[config.mk]
export PLATFORM = sky130hd
export DESIGN_NAME = pixel_shifter
export DESIGN_NICKNAME = d
export VERILOG_FILES = /design/src/rtl/pixel_shifter.sv
export SDC_FILE = /design/constraint.sdc
export NUM_CORES = 1
export LEC_CHECK = 0
export CORE_UTILIZATION = 57
export CTS_BUF_LIST = sky130_fd_sc_hd__clkbuf_2 sky130_fd_sc_hd__clkbuf_4 sky130_fd_sc_hd__clkbuf_8
export CTS_CLUSTER_DIAMETER = 40
export DETAILED_ROUTE_END_ITERATION = 6
export PLACE_DENSITY = 0.9
export SETUP_SLACK_MARGIN = 0.05
export SLEW_MARGIN = 10
export SYNTH_ARGS = -nofsm -noshare
export SYNTH_HDL_FRONTEND = slang
export SYNTH_SLANG_ARGS = --single-unit
[constraint.sdc]
create_clock -name dotclk_i -period 2.4 [get_ports dotclk_i]
set_input_delay 0.6 -clock dotclk_i [delete_from_list [all_inputs] [get_ports dotclk_i]]
set_output_delay 0.6 -clock dotclk_i [all_outputs]
set_load 0.05 [all_outputs]
[src/rtl/pixel_shifter.sv]
// pixel_shifter: double-buffered serializer turning 16-bit line-buffer words
// into pixel indices at dot rate, with per-pixel stretch and sticky
// underrun/overrun flags.
//
// Handshake: the fetch stage may pulse load_i at any edge. A load is accepted
// when the holding register is empty, or when it is being handed to the
// shifter on the same edge. A load that is not accepted is dropped and raises
// overrun_o. word_req_o pulses for one cycle right after a transfer has left
// the holding register empty. It is the cue to supply the next word within
// one word-time.
module pixel_shifter #(
  parameter int WORD_W = 16,
  parameter int PIX_W  = 8
) (
  input  logic              dotclk_i,
  input  logic              rst_ni,
  input  logic              load_i,
  input  logic [WORD_W-1:0] data_i,
  input  logic [1:0]        depth_i,
  input  logic [1:0]        stretch_i,
  input  logic              blank_i,
  input  logic              flag_clr_i,
  output logic [PIX_W-1:0]  pix_o,
  output logic              pix_valid_o,
  output logic              word_req_o,
  output logic              underrun_o,
  output logic              overrun_o
);

  logic [WORD_W-1:0] hold_q;
  logic              hold_full_q;
  logic [WORD_W-1:0] shift_q;
  logic [4:0]        cnt_q;       // pixels left in the shifter, including the one shown
  logic [1:0]        rep_q;       // repeats left for the current pixel
  logic [1:0]        str_q;       // stretch latched at transfer
  logic [1:0]        dep_q;       // depth latched at transfer
  logic              word_req_q;
  logic              underrun_q;
  logic              overrun_q;

  logic              last_rep;
  logic              finishing;
  logic              xfer;
  logic              hold_write;
  logic              underrun_set;
  logic              overrun_set;
  logic [WORD_W-1:0] shifted;
  logic [PIX_W-1:0]  pix_raw;

  function automatic logic [4:0] pix_per_word(input logic [1:0] d);
    case (d)
      2'b00:   return 5'd16;
      2'b01:   return 5'd8;
      2'b10:   return 5'd4;
      default: return 5'd2;
    endcase
  endfunction

  // Decide this edge's transfer, shift and flag events.
  always_comb begin
    last_rep     = (rep_q == 2'd0);
    finishing    = (cnt_q == 5'd0) || ((cnt_q == 5'd1) && last_rep);
    xfer         = !blank_i && hold_full_q && finishing;
    hold_write   = !blank_i && load_i && (!hold_full_q || xfer);
    underrun_set = !blank_i && !hold_full_q && (cnt_q == 5'd1) && last_rep;
    overrun_set  = !blank_i && load_i && hold_full_q && !xfer;
  end

  // Shift-left by the latched bits-per-pixel, and MSB-first pixel extraction.
  always_comb begin
    shifted = shift_q;
    pix_raw = '0;
    case (dep_q)
      2'b00: begin
        shifted    = shift_q << 1;
        pix_raw[0] = shift_q[WORD_W-1];
      end
      2'b01: begin
        shifted      = shift_q << 2;
        pix_raw[1:0] = shift_q[WORD_W-1 -: 2];
      end
      2'b10: begin
        shifted      = shift_q << 4;
        pix_raw[3:0] = shift_q[WORD_W-1 -: 4];
      end
      default: begin
        shifted      = shift_q << 8;
        pix_raw[7:0] = shift_q[WORD_W-1 -: 8];
      end
    endcase
  end

  // Holding register: accept loads, empty on transfer, flush on blank.
  always_ff @(posedge dotclk_i or negedge rst_ni) begin
    if (!rst_ni) begin
      hold_q      <= '0;
      hold_full_q <= 1'b0;
    end else if (blank_i) begin
      hold_full_q <= 1'b0;
    end else if (hold_write) begin
      hold_q      <= data_i;
      hold_full_q <= 1'b1;
    end else if (xfer) begin
      hold_full_q <= 1'b0;
    end
  end

  // Shift register: reload on transfer, otherwise repeat, shift or drain.
  always_ff @(posedge dotclk_i or negedge rst_ni) begin
    if (!rst_ni) begin
      shift_q <= '0;
      cnt_q   <= '0;
      rep_q   <= '0;
      str_q   <= '0;
      dep_q   <= '0;
    end else if (blank_i) begin
      shift_q <= '0;
      cnt_q   <= '0;
      rep_q   <= '0;
    end else if (xfer) begin
      shift_q <= hold_q;
      cnt_q   <= pix_per_word(depth_i);
      rep_q   <= stretch_i;
      str_q   <= stretch_i;
      dep_q   <= depth_i;
    end else if (cnt_q != 5'd0) begin
      if (!last_rep) begin
        rep_q <= rep_q - 2'd1;
      end else if (cnt_q != 5'd1) begin
        shift_q <= shifted;
        cnt_q   <= cnt_q - 5'd1;
        rep_q   <= str_q;
      end else begin
        shift_q <= '0;
        cnt_q   <= 5'd0;
      end
    end
  end

  // Word request: one cycle after a transfer that leaves the hold empty.
  always_ff @(posedge dotclk_i or negedge rst_ni) begin
    if (!rst_ni) begin
      word_req_q <= 1'b0;
    end else begin
      word_req_q <= xfer && !load_i;
    end
  end

  // Sticky flags: a set event on the same edge beats a clear.
  always_ff @(posedge dotclk_i or negedge rst_ni) begin
    if (!rst_ni) begin
      underrun_q <= 1'b0;
      overrun_q  <= 1'b0;
    end else begin
      underrun_q <= underrun_set || (underrun_q && !flag_clr_i);
      overrun_q  <= overrun_set  || (overrun_q  && !flag_clr_i);
    end
  end

  assign pix_valid_o = (cnt_q != 5'd0);
  assign pix_o       = pix_valid_o ? pix_raw : '0;
  assign word_req_o  = word_req_q && !blank_i;
  assign underrun_o  = underrun_q;
  assign overrun_o   = overrun_q;

endmodule

==> impl_metrics.toml <==
[clock_tree]
cts-root-buf = "clkbuf_8"
cts_tree = "yes"
clk_path_buf_depth = 2
ctsHoldBuffers = 0
clkLatencyLatePin_ps = 310
cts_max_level = 2
clock-sinks = 47
numCtsBuffers = 5
cts.clk_slew.worst_paths_ps = 100

[run_status]
status = "complete, but fails checks"
failed_checks = "setup timing"

[detailed_routing]
via_per_inst = 6.653
drt_iter0_markers = 313
vias = 2455
routedWlPerCell_um = 20.17
routed_wl_mm = 7.441
drt-pass1-iter-count = 7
postRouteAntennaNets = 0
drcViolationCount = 0

[worst_setup_path]
crit_chain = "inv_2 > ha_4 > nor4b_4 > inv_2 > and3_4 > and2_4 > buf_8"
crit_required_ps = 1800
start_kind = "register"
crit_path_top_delay_cell = "dfrtp_1"
crit_fanout = 4
critical_path_class = "reg -> out"
arrival_ps = 1830
max_stage_delay_ps = 400
cp_common_cell = "inv_2"
end_kind = "primary output"

[yosys]
synth_area_leaders = "dfrtp_1 (42%), mux4_2 (7.3%), mux2_4 (5.4%), mux2_2 (4.8%), o21ai_0 (4.7%)"
synthAdderAreaFrac = 0.01343
ys_ff_latch = 47
synth_warnings = 0
synth_compound_area_frac = 0.1576
synthSimpleGateAreaFrac = 0.1415
synthMuxAreaShare = 0.2176
synth_flop_cell = "dfrtp_1"
synthesis.area_um2 = 2794
yosysSeqAreaShare = 0.4210
synth_top_area_frac = 0.4210
synth_area_leader_cell = "dfrtp_1"
async_flop_share = 1.000
yosys.area_share.xor_xnor = 0
syn_avg_cell_area_um2 = 10.96
syn_nets = 283
synth-edff-count = 0
synth_top_family_by_area = "multiplexers"
synthCells = 255
synth_cell_type_count = 41

[sta]
min_period_over_period = 1.011
fmax_ghz = 0.4122
setup_viol_count_final = 4
fin_ws_ps = -25.73
slew_headroom = 0.3914
slew_violations = 0
hold-worst-slack_ps = 271.7
final-hold-violation-count = 0
period_needed_ps = 2426
rsz0062_at_grt = "true"
worst_pin_slew_ps = 912.8
skew_ps = 17.74

[cells_and_area]
nNetsFinal = 330
diodes = 0
final_cell_count_no_fill = 369
fin_area_um2 = 3530
drive_gt1_frac = 0.3113
syn2layout_area_growth_pct = 26.33
fillers = 292

[floorplanning]
die_h_um = 72.01
ios = 37
fp.dieW_um = 72.01
coreArea_um2 = 4723
initial_core_util = 0.5915
rows = 25
die_area_um2 = 5185

[grt]
grt_pass1_vias = 2177
grt_usage = 0.2912
grt_overflow = 0
grt_max_degree = 28
grt_pass1_wl_mm = 11.34
antenna_found_initial = 0

[pwr]
p_leak_nw = 1.517
peakVddDrop_mv = 0.6419
powerDensity_nw_per_um2 = 1240

[place]
placed_cell_area_um2 = 3227
place_congestion = 0.8819
port_buffers = 36
dp_hpwl_mm = 4.437
dp_slack_ps = -5.135
dp_cells = 349

[flow_run]
maxCapViolCount = 0

[worst_hold_path]
hold_path.class = "in -> async"
-- synthesized netlist by cell type (3+ instances only) --
master	number
clkbuf_1	10
and2_1	6
nand2_1	7
and3_1	3
nor2b_1	4
o21ai_0	26
ha_1	3
a21oi_1	8
nor2_1	24
mux2i_1	12
dfrtp_1	47
a31oi_1	6
mux2_4	10
inv_1	10
nand3b_1	6
a221oi_1	12
nand2b_1	3
buf_2	7
mux4_2	9
mux2_2	12
-- worst max-delay path, delay by kind of cell, from the launching register on --
family / cells / cell delay [ps]
adder cells (fa/ha/maj): 1 / 160
buffers and inverters: 3 / 330
flip-flops: 1 / 400
AND/OR/NAND/NOR: 3 / 610
-- path summary, 6_finish.rpt --
kind,start,end,slack [ps],depth (start not counted)
worst max-delay path,cnt_q[1],pix_o[6],-30,7
worst min-delay path,rst_ni,hold_q[7],270,1
worst max register to register,cnt_q[0],hold_q[2],80,7
worst min register to register,str_q[1],str_q[1],510,1
max in group asynchronous,rst_ni,dep_q[0],1610,2
min in group dotclk_i,str_q[1],str_q[1],510,1
-- logic make-up (layout without fill, tap and decap cells) --
kind of cell	count (synthesis)	after routing
compound gates	64	64
fa+ha+maj	3	3
buf+inv	30	77
flops	47	47
mux	43	43
simple gates	68	68
-- layout by cell type, fill, tap and decap left out, drive strengths merged, types with 2 or more instances in the layout --
| cell type | n |
|---|---|
| a211oi | 2 |
| a21o | 2 |
| a21oi | 8 |
| a221oi | 12 |
| a31oi | 6 |
| a32o | 2 |
| and2 | 6 |
| and3 | 3 |
| buf | 35 |
| clkbuf | 6 |
| clkdlybuf4s50 | 25 |
| dfrtp | 47 |
| ha | 3 |
| inv | 10 |
| mux2 | 22 |
| mux2i | 12 |
| mux4 | 9 |
| nand2 | 7 |
| nand2b | 3 |
| nand3 | 3 |
| nand3b | 6 |
| nor2 | 24 |
| nor2b | 4 |
| nor3 | 2 |
| nor4b | 3 |
| o21ai | 26 |
| o32ai | 2 |
| or3 | 2 |
| or4 | 2 |
-- metal layers --
layer  global-route usage  up-vias  part of all wire  wire length, um
met4              0.08279        0             0.032              237
li1                     -     1048                 -                -
met5                    0        -                 0                0
met1               0.4076     1185              0.39             2886
met3              0.05556       41             0.086              639
met2               0.4686      181              0.49             3678
-- area by class of cell --
class	instances	area, um2	share of cell area
well taps	67	83.83	0.02375
clock buffers	6	76.32	0.02162
inverters	10	37.54	0.01063
clock inverters	1	30.03	0.008508
flip-flops and latches	47	1176	0.3332
multi-input cells	178	1529	0.4332
repair buffers	60	596.8	0.1691
-- sequential cells by signal, summed over array words and instances, names as in the netlist --
signal,count
word_req_q,1
underrun_o,1
cnt_q,5
overrun_o,1
shift_q,16
dep_q,2
hold_q,16
rep_q,2
hold_full_q,1
str_q,2
-- power by group --
part,internal [mW],switching (mW)
clock network,0.317,0.272
logic,1.13,1.26
registers,1.06,0.345
-- per-stage QoR --
stage                     power [mW]    util  setup TNS (ps)
after floorplan                2.927       -               0
after global placement         3.350  0.6832               0
after detailed placement       3.456  0.6832          -11.10
after CTS                      4.152  0.7250               0
after global routing           4.620  0.7473          -509.6
final                          4.375  0.7473          -102.0
-- repair_timing --
item | in CTS | in global routing
setup buffers | 4 | 9
endpoints found under the setup margin | 36 | 38
gates resized for setup | 13 | 13
pin swaps | 1 | 1
hold endpoints to repair | 0 | 0
gates cloned | 0 | 0
Power figures use the tool's default switching activity.
